==> config.mk <==
export PLATFORM = sky130hd
export DESIGN_NAME = keypad_scanner
export DESIGN_NICKNAME = d
export VERILOG_FILES = /design/src/rtl/keypad_scanner.sv
export SDC_FILE = /design/constraint.sdc
export NUM_CORES = 1
export LEC_CHECK = 0
export ABC_AREA = 1
export BUFFER_PORTS_ARGS = -buffer_cell sky130_fd_sc_hd__buf_4
export CAP_MARGIN = 15
export CORE_AREA = 4 4 76 78
export DETAILED_ROUTE_END_ITERATION = 8
export DIE_AREA = 0 0 80 82
export GPL_ROUTABILITY_DRIVEN = 0
export SLEW_MARGIN = 20
export SYNTH_ARGS = -nofsm -noshare
export SYNTH_HDL_FRONTEND = slang
export SYNTH_SLANG_ARGS = --single-unit
==> constraint.sdc <==
create_clock -name clk -period 3.4 [get_ports clk]
set_clock_uncertainty 0.2 [all_clocks]
set_input_delay 0.68 -clock clk [delete_from_list [all_inputs] [get_ports clk]]
set_output_delay 0.68 -clock clk [all_outputs]
set_load 0.005 [all_outputs]
==> src/rtl/keypad_scanner.sv <==
// 4x4 keypad scanner: walks an active-low column drive, samples synchronized rows,
// and debounces whole-scan results into a one-cycle key strobe plus a held flag.
module keypad_scanner #(
  parameter int SETTLE_CYCLES  = 2,
  parameter int DEBOUNCE_SCANS = 4
) (
  input  logic       clk,
  input  logic       reset,
  input  logic [3:0] keyPad_row,
  output logic [3:0] keyPad_column,
  output logic [3:0] key_code,
  output logic       key_valid,
  output logic       key_held
);

  localparam int WIN   = SETTLE_CYCLES + 2;
  localparam int WIN_W = $clog2(WIN);
  localparam logic [WIN_W-1:0] WIN_LAST = WIN_W'(WIN - 1);
  localparam logic [3:0] DB_N = 4'(DEBOUNCE_SCANS);

  typedef enum logic {RELEASED, PRESSED} db_state_t;

  logic [3:0]       row_sync_p0, row_sync_p1;
  logic [WIN_W-1:0] win_cnt;
  logic [1:0]       col_idx;
  logic [1:0]       hit_n;
  logic [3:0]       hit_code;
  db_state_t        state;
  logic [3:0]       cnt, cand;

  logic [3:0] closed;
  logic [2:0] cur_n, scan_n_raw;
  logic [1:0] scan_n, col_next;
  logic [3:0] cur_code, scan_code, cnt_inc, rel_cnt;
  logic       sample;

  function automatic logic [3:0] key_map(input logic [1:0] r, input logic [1:0] c);
    logic [3:0] code;
    case ({r, c})
      4'd0:  code = 4'h1;
      4'd1:  code = 4'h2;
      4'd2:  code = 4'h3;
      4'd3:  code = 4'hA;
      4'd4:  code = 4'h4;
      4'd5:  code = 4'h5;
      4'd6:  code = 4'h6;
      4'd7:  code = 4'hB;
      4'd8:  code = 4'h7;
      4'd9:  code = 4'h8;
      4'd10: code = 4'h9;
      4'd11: code = 4'hC;
      4'd12: code = 4'hE;
      4'd13: code = 4'h0;
      4'd14: code = 4'hF;
      default: code = 4'hD;
    endcase
    return code;
  endfunction

  function automatic logic [2:0] pop4(input logic [3:0] v);
    return {2'b00, v[0]} + {2'b00, v[1]} + {2'b00, v[2]} + {2'b00, v[3]};
  endfunction

  function automatic logic [1:0] row_of(input logic [3:0] v);
    logic [1:0] r;
    if (v[0])      r = 2'd0;
    else if (v[1]) r = 2'd1;
    else if (v[2]) r = 2'd2;
    else           r = 2'd3;
    return r;
  endfunction

  // Scan accumulation: hit_n saturates at 2 so any second contact marks the scan as MULTI
  always_comb begin
    closed     = ~row_sync_p1;
    cur_n      = pop4(closed);
    cur_code   = key_map(row_of(closed), col_idx);
    scan_n_raw = {1'b0, hit_n} + cur_n;
    scan_n     = (scan_n_raw >= 3'd2) ? 2'd2 : scan_n_raw[1:0];
    scan_code  = (cur_n == 3'd1) ? cur_code : hit_code;
    sample     = (win_cnt == WIN_LAST);
    col_next   = col_idx + 2'd1;
    cnt_inc    = cnt + 4'd1;
    rel_cnt    = (scan_code == cand && cnt != 4'd0) ? cnt_inc : 4'd1;
  end

  always_ff @(posedge clk) begin
    if (reset) begin
      row_sync_p0   <= 4'b1111;
      row_sync_p1   <= 4'b1111;
      win_cnt       <= '0;
      col_idx       <= 2'd0;
      keyPad_column <= 4'b1110;
      hit_n         <= 2'd0;
      hit_code      <= 4'h0;
      state         <= RELEASED;
      cnt           <= 4'd0;
      cand          <= 4'h0;
      key_code      <= 4'h0;
      key_valid     <= 1'b0;
      key_held      <= 1'b0;
    end else begin
      row_sync_p0 <= keyPad_row;
      row_sync_p1 <= row_sync_p0;
      key_valid   <= 1'b0;
      if (sample) begin
        win_cnt       <= '0;
        col_idx       <= col_next;
        keyPad_column <= ~(4'b0001 << col_next);
        if (col_idx == 2'd3) begin
          hit_n    <= 2'd0;
          hit_code <= 4'h0;
          case (state)
            RELEASED: begin
              if (scan_n == 2'd1) begin
                cand <= scan_code;
                if (rel_cnt == DB_N) begin
                  key_code  <= scan_code;
                  key_valid <= 1'b1;
                  key_held  <= 1'b1;
                  cnt       <= 4'd0;
                  state     <= PRESSED;
                end else begin
                  cnt <= rel_cnt;
                end
              end else begin
                cnt <= 4'd0;
              end
            end
            default: begin
              // Any contact while pressed restarts the release count; no rollover to a new key
              if (scan_n == 2'd0) begin
                if (cnt_inc == DB_N) begin
                  key_held <= 1'b0;
                  cnt      <= 4'd0;
                  state    <= RELEASED;
                end else begin
                  cnt <= cnt_inc;
                end
              end else begin
                cnt <= 4'd0;
              end
            end
          endcase
        end else begin
          hit_n    <= scan_n;
          hit_code <= scan_code;
        end
      end else begin
        win_cnt <= win_cnt + 1'b1;
      end
    end
  end

endmodule

Yosys cells after proc, flatten, opt, wreduce, memory -nomap -nowiden
Memory sizes are Yosys's and may differ from the RTL's.
Cells that the tools add are included.
{ "totals": {"regBits": 37, "latchBits": 0, "ramBits": 0, "rom_bits": 64, "inputBits": 6, "output_inout_bits": 10, "n_memories": 1} }
{ "mem_list": {"columns": ["name", "depth", "word_bits", "read_ports", "rd_ports_with_merged_regs", "wr", "line_no", "text"], "rows": [
  ["(no name shown)", 16, 4, 1, 0, 0, "39", "case ({r, c})"]
]} }
{ "classes": {"n_addsub": 7, "mul": 0, "div": 0, "n_lt_le_gt_ge": 1, "eq_ne": 9, "shifts": 1, "muxes": 23, "bitwise": 5, "reduce_logical": 11} }
{ "op_table": {"columns": ["operator", "n"], "rows": [
  ["4-bit 2-to-1 mux", 8],
  ["1-bit 2-to-1 mux", 11],
  ["4-bit by 3-bit == test with 1-bit output, second input constant", 2],
  ["2-bit 2-to-1 mux", 4],
  ["4-bit NOT", 2],
  ["6-bit AND reduction", 1],
  ["5-bit AND reduction", 1],
  ["2-bit by 1-bit adder with 2-bit output, second input constant", 2],
  ["4-bit by 1-bit adder with 4-bit output, second input constant", 1],
  ["2-bit == test, second input constant", 2],
  ["4-bit == test", 1],
  ["2-bit by 1-bit != test with 1-bit output, second input constant", 2],
  ["4-bit AND reduction", 1],
  ["2-bit nonzero test", 2],
  ["4-bit nonzero test", 1],
  ["4-bit OR reduction", 1],
  ["1-bit by 2-bit left shift with 4-bit output, first input constant", 1],
  ["2-bit by 1-bit adder with 3-bit output", 1],
  ["2-bit by 3-bit adder with 3-bit output", 1],
  ["3-bit by 1-bit adder with 3-bit output", 1],
  ["3-bit by 1-bit == test with 1-bit output, second input constant", 1],
  ["3-bit by 2-bit >= comparator with 1-bit output, second input constant", 1],
  ["1-bit NOT", 3],
  ["1-bit by 1-bit adder with 2-bit output", 1],
  ["5 further kinds", 5]
]} }

Depth between registers and ports, before layout
Gate-level depths: netlist of the first run.
{ "logic_depth": {"word_depth": 13, "mapped_depth": 17} }

Least setup slack after synthesis of the first run
Ideal clock, no wire load.
{ "synth_timing": {"path_kind": "flip-flop to flip-flop", "start": "register row_sync_p1[0]", "end": "register key_code[3]", "arrival_time_ps": 2887, "required_time_ps": 3088, "slack_ps": 200, "path_stages_with_launch": 17, "path_cell_list": "dfxtp_1 -> fa_1 -> inv_1 -> ha_1 -> ha_1 -> fa_1 -> a21oi_1 -> o21ai_1 -> inv_2 -> nand2_2 -> nor2_2 -> nand2_1 -> buf_6 -> nor2_1 -> nand4_1 -> nand2_1 -> nor2_2"} }
{ "synth_between": {"elab_chain_cells": 11, "elab_cells_between_ends": 17, "classes_between": "4 x add/sub; 1 x order compare; 4 x eq/ne; 4 x mux; 1 x bitwise; 2 x reduce/logical; 1 x memory"} }
{ "synth_lines": {"columns": ["element", "line_no", "text"], "rows": [
  ["start: declaration", "23", "logic [3:0] row_sync_p0, row_sync_p1;"],
  ["start signal: assignment", "104", "row_sync_p1 <= row_sync_p0;"],
  ["4-bit NOT *", "75", "closed = ~row_sync_p1;"],
  ["branches (longest 10 deep; another with 2-bit by 1-bit adder with 3-bit output)", null, null],
  ["end signal: assignment", "118", "key_code <= scan_code;"],
  ["end: declaration", "11", "output logic [3:0] key_code,"]
]} }
Mark *: on every way between the ends.
A chain may end at the register's enable or synchronous reset.

Worst setup path after layout of the first run
{ "layout_timing": {"start": "register row_sync_p1[0]", "end": "register key_code[2]"} }
Same word-level chain as after synthesis.

==> summary.txt, run 1 <==
Cells and area
  • Share of cells above drive strength 1: 31.2%
  • Antenna Cells: 0
  • Area growth, synth to finish: 14.3%
  • Most frequent cells in the layout: nand2_1, dfxtp_1, inv_1
  • Layout fillers: 520
  • Layout net count: 298

Clocking
  • CTS Buffer Depth: 2
  • CTS resizes: 1
  • Root buf cell: clkbuf_8
  • Number of CTS-inserted buffers: 5
  • Worst-path clk slew: 0.08 ns
  • Htree depth: 2
  • TritonCTS clock tree: yes
  • CTS Sinks: 37
  • # hold bufs at CTS: 0
  • Total setup buffers inserted after CTS: 0
  • Clk_lat worst skew: 0.28 ns

Synth
  • Yosys top cell area share: 35.8%
  • Unique masters post-synth: 30
  • YS warnings: 0
  • Syn avg cell area: 8.11 um^2
  • Synthesized area: 0.00207 mm^2
  • Most area-consuming cells after synthesis: dfxtp_1, ha_1, nand2_1, nand2_2, inv_1
  • Post-Syn Instances: 255
  • Post-Syn Nets: 278
  • Yosys reg bits: 37
  • Seq/Total Area, Yosys: 35.8%
  • Largest area contributor in the netlist: dfxtp_1

Drt
  • Post-DRT Antenna Nets: 0
  • Highest routed layer: met4
  • Sum of routed wire segments on met1: 1870 um
  • Wire per inst: 11.6 um
  • 1st-iter DRT viols: 99
  • Drt drc: 0
  • Drt total wl: 4030 um
  • DR WL met3: 117 um
  • 1st-pass router iterations: 4
  • Vias: 1694
  • Vias per Instance: 4.90
  • Met2 Routed Length: 1990 um

Floorplan
  • Die extent in x: 80 um
  • Die area: 0.00656 mm^2
  • Io pins: 16
  • Rows: 26
  • Die Y: 82 um
  • Initial core utilization: 40.8%
  • Core ar.: 0.00507 mm^2

Status
  • Status: finished clean

Global routing
  • Largest net degree at the start of global routing: 21
  • Gr ovfl total: 0
  • Vias in the first global route: 1700
  • Initial antenna violation count: 0
  • GRT Total Usage: 14.5%
  • Global-route wire length before repair: 7530 um

Worst setup path
  • Worst R2R Setup Slack: 0.25 ns
  • Startpoint types: flop
  • Reg2Reg Launch Point: row_sync_p1[0]
  • Critical path capture point type: flop
  • Arrival time worst endpoint: 3.14 ns
  • CP Class: flop to flop
  • Worst reg2reg path depth: 15
  • Critical path peak fanout: 10
  • CP Launch Point: row_sync_p1[0]
  • WP data required: 3.39 ns

Timing
  • Fin crit period: 3.15 ns
  • RSZ-0062 raised after global routing: false
  • Setup TNS Final: 0 ns
  • Final Slew Violations: 0
  • Slew HR: 60.8%
  • Fin crit share: 92.8%
  • Final worst slack: 0.246 ns
  • Max Fclk: 317 MHz
  • Endpoints failing hold: 0
  • Worst-margin pin slew: 0.587 ns
  • Final setup fails: 0

Place
  • Hpwl dp: 3100 um
  • Worst slack, placed: -0.0550 ns
  • Port bufs: 15

Power and ir drop
  • Worst vdd ir: 0.216 mV
  • Lkg Pwr: 1.06 nW
  • Cell Pwr Density: 376 mW/mm^2

Hold path
  • Hold Path Class: flop to flop
  • Min-delay src: row_sync_p0[1]
  • Worst Hold Path Cells: 1

Flow run
  • Max-cap viol count: 0
## where the power goes
group	internal (mW)	total, mW	switching, mW
clock	0.142	0.296	0.154
sequential	0.445	0.451	0.00622
combinational	0.0503	0.142	0.0915
## worst paths after layout
path,end
min,row_sync_p1[1]
max reg2reg,key_code[2]
min reg2reg,row_sync_p1[1]
max,key_code[2]
## state kept, by name, indices dropped and copies added, names as in the netlist
signal,count
keyPad_column,4
cand,4
hit_n,2
win_cnt,2
state,1
cnt,4
key_valid,1
key_held,1
key_code,4
row_sync_p0,4
row_sync_p1,4
col_idx,2
hit_code,4
## through the flow
stage	hold WS, ns	util [%]	area, um^2	total power [mW]	instances
final	0.205	46.6	2360	0.889	346
after global routing	0.227	46.6	2360	0.948	346
after CTS	0.210	45.8	2320	0.898	346
after detailed placement	0.193	44.1	2240	0.599	338
after global placement	0.191	44.1	2240	0.596	338
after floorplan	0.189	-	2070	0.568	255
## kinds of logic (layout without fill, tap and decap cells)
logic type	count (synthesis)	count (layout)	share of synthesized area, %
buffers and inverters	38	59	8.41
adders and majority gates	17	17	11.0
DFF	37	37	35.8
and+or+nand+nor	127	127	34.4
xor gates and xnor gates	2	2	0.847
AOI/OAI and AO/OA	34	34	9.56
## final cells by class
| type | count | area [um^2] | share of cell area, % |
|---|---|---|---|
| clock inverters | 2 | 10.0 | 0.423 |
| multi-input cells | 180 | 1200 | 50.6 |
| inverters | 34 | 129 | 5.45 |
| flip-flops and latches | 37 | 741 | 31.3 |
| repair buffers | 17 | 128 | 5.40 |
| clock buffers | 6 | 72.6 | 3.07 |
| well taps | 70 | 87.6 | 3.70 |
## per-layer routing
metal,global-route usage (%),up-vias
li1,-,863
met1,18.2,805
met2,24.5,21
met3,3.07,5
met4,5.24,0
met5,0,-
## cell usage after synthesis, drive strengths merged
master  instances
nand2          55
dfxtp          37
inv            32
nor2           32
nand3          19
ha             15
a21oi          14
o21ai          14
nand4           9
or2             9
buf             4
a211oi          3
nor3            3
clkinv          2
fa              2
xnor2           2
o22ai           1
o311ai          1
o41ai           1
## critical path: stages, from the launching register on
cell	delay (ns)
dfxtp_1	0.33
fa_1	0.54
inv_1	0.04
ha_1	0.20
ha_4	0.30
fa_2	0.44
a21oi_2	0.12
o21ai_2	0.08
inv_2	0.08
nand2_2	0.08
nor2_4	0.13
nand2_4	0.11
a21oi_2	0.15
nand4_1	0.10
nand2_1	0.11
nor2_2	0.04
No activity file was read; power rests on OpenSTA's default activity.
==> run 2: changes to the inputs <==
CORE_AREA = 5 5 77 79   (was 4 4 76 78)
DIE_AREA = 0 0 82 84   (was 0 0 80 82)
==> run 2 against run 1 <==
  * Sequential cell count stayed put
  * Maximum frequency is 0.26% lower
  * Count of clock-buffer cells in the layout stayed put
  * Setup slack worse by 0.0082 ns
  * Sequential share of layout area is 0.28 points lower
  * Critical path depth stayed put
  * Final area is 0.90% higher
  * Global-route usage is 2.3 points lower
  * Final cell count is 0.58% higher
  * Register-to-register slack hardly changed
  * Non-clock buffer count stayed put
  * Largest power group unchanged
==> summary.txt, run 2 (synthesis gave the netlist of run 1 again) <==
Cells and area
  • Most frequent cells in the layout: nand2_1, dfxtp_1, inv_1
  • Fin area: 0.00239 mm^2
  • Area growth, synth to finish: 15.4%
  • Layout net count: 298
  • Antenna Cells: 0
  • Share of cells above drive strength 1: 29.3%

Worst setup path
  • Slowest cell on crit path: fa_1
  • CP Class: flop to flop
  • Worst reg2reg path depth: 15
  • Delay-heaviest family, CP: adder cells
  • Worst path max stage delay: 0.53 ns
  • Crit-path cells: fa_1 -> inv_1 -> ha_1 -> ha_1 -> fa_1 -> a21oi_1 -> o21ai_1 -> inv_2 -> nand2_2 -> nor2_4 -> nand2_4 -> a21oi_1 -> nand4_1 -> nand2_1 -> nor2_2
  • Critical path peak fanout: 10
  • CP bufs+invs: 2
  • Critical path capture point type: flop
  • Startpoint types: flop
  • Arrival time worst endpoint: 3.16 ns
  • CP Launch Point: row_sync_p1[0]
  • Reg2Reg Launch Point: row_sync_p1[0]
  • Stages on the worst setup path: 15
  • WP data required: 3.40 ns

Power and ir drop
  • Reg power frac: 45.7%
  • Total power: 0.988 mW
  • Int Power: 0.733 mW
  • Net switching power: 0.255 mW
  • Clock share of power: 40.3%
  • Cell Pwr Density: 414 mW/mm^2
  • Lkg Pwr: 1.07 nW
  • Sw Ratio: 25.8%
  • Worst vdd ir: 0.224 mV
  • Logic pwr share: 13.9%

Global routing
  • Largest net degree at the start of global routing: 21
  • Vias in the first global route: 1512
  • Initial antenna violation count: 0
  • Global-route wire length before repair: 6530 um
  • Gr ovfl total: 0
  • GRT Total Usage: 12.2%

Clocking
  • CTS Sinks: 37
  • CTS resizes: 0
  • Clk_lat worst skew: 0.29 ns
  • Number of CTS-inserted buffers: 5
  • # hold bufs at CTS: 0
  • Worst-path clk slew: 0.07 ns
  • Htree depth: 2
  • Root buf cell: clkbuf_8
  • CTS Buffer Depth: 2
  • Total setup buffers inserted after CTS: 0
  • TritonCTS clock tree: yes

Drt
  • Drt drc: 0
  • 1st-iter DRT viols: 114
  • 1st-pass router iterations: 4
  • Wire per inst: 11.2 um
  • Vias per Instance: 4.64
  • Drt total wl: 3880 um
  • Post-DRT Antenna Nets: 0
  • Vias: 1616

Timing
  • Endpoints failing hold: 0
  • Final worst slack: 0.238 ns
  • Final Slew Violations: 0
  • Fin crit share: 93.0%
  • Worst Hold Margin: 0.210 ns
  • Final setup fails: 0
  • RSZ-0062 raised after global routing: false
  • Worst-margin pin slew: 0.567 ns
  • Max Fclk: 316 MHz
  • Setup TNS Final: 0 ns
  • Fin crit period: 3.16 ns
  • Slew HR: 62.1%

Flow run
  • Max-cap viol count: 0

Place
  • Port bufs: 15
  • Worst slack, placed: 0.0141 ns
  • Hpwl dp: 3000 um
  • Area after DPL: 0.00224 mm^2

Hold path
  • Hold Path Class: flop to flop
  • Worst Hold Path Cells: 1
  • Min-delay src: row_sync_p0[3]

Floorplan
  • Initial core utilization: 39.2%
  • Die Y: 84 um
  • Rows: 27
  • Die area: 0.00689 mm^2
  • Core ar.: 0.00527 mm^2
  • Die extent in x: 82 um
  • Io pins: 16

Status
  • Status: finished clean
## run 2: cell types whose count changed in the layout (fill, tap and decap cells not counted), moves of 2 or more
cell,change
a21oi_2,-2
a21oi_1,+2
clkinv_2,-2
nor2_2,-2
nor2_1,+2
## run 2: through the flow
stage          utilization (%)  cells
4_1_cts                   44.8    348
3_3_place_gp              42.5    340
2_1_floorplan                -    255
3_5_place_dp              42.5    340
5_1_grt                   45.3    348
6_report                  45.3    348
## run 2: final timing paths
check	endpoint	slack, ns
setup / recovery	key_code[2]	0.24
hold / removal	row_sync_p1[3]	0.21
setup reg to reg	key_code[2]	0.24
hold reg to reg	row_sync_p1[3]	0.21
## run 2: power groups by stage
stage          sequential, mW  combinational (mW)  clock, mW
6_report                0.452               0.138      0.398
5_1_grt                 0.453               0.155      0.432
4_1_cts                 0.452               0.136      0.411
3_5_place_dp            0.462               0.136          0
3_3_place_gp            0.461               0.134          0
2_1_floorplan           0.461               0.107          0
## run 2: final cells by class
| class | count | area, um^2 |
|---|---|---|
| Clock inverter | 2 | 37.5 |
| Sequential cell | 37 | 741 |
| Fill cell | 561 | 2880 |
| Timing Repair Buffer | 17 | 128 |
| Inverter | 34 | 129 |
| Tap cell | 72 | 90.1 |
| Clock buffer | 6 | 82.6 |
| Multi-Input combinational cell | 180 | 1180 |
## run 2: layer usage
metal | vias up | track usage [%] | share of wire, %
met5 | - | 0 | 0
met4 | 0 | 5.89 | 2.2
met3 | 7 | 2.92 | 2.1
met2 | 13 | 19.8 | 48
li1 | 866 | - | -
met1 | 730 | 14.9 | 48
## run 2: worst reg2reg max path, cell delays in order, from the launching register on
cell and delay (ns):
dfxtp_1 0.33, fa_1 0.53, inv_1 0.04, ha_1 0.29
ha_1 0.20, fa_1 0.43, a21oi_1 0.11, o21ai_1 0.10
inv_2 0.09, nand2_2 0.08, nor2_4 0.13, nand2_4 0.10
a21oi_1 0.17, nand4_1 0.11, nand2_1 0.11, nor2_2 0.04
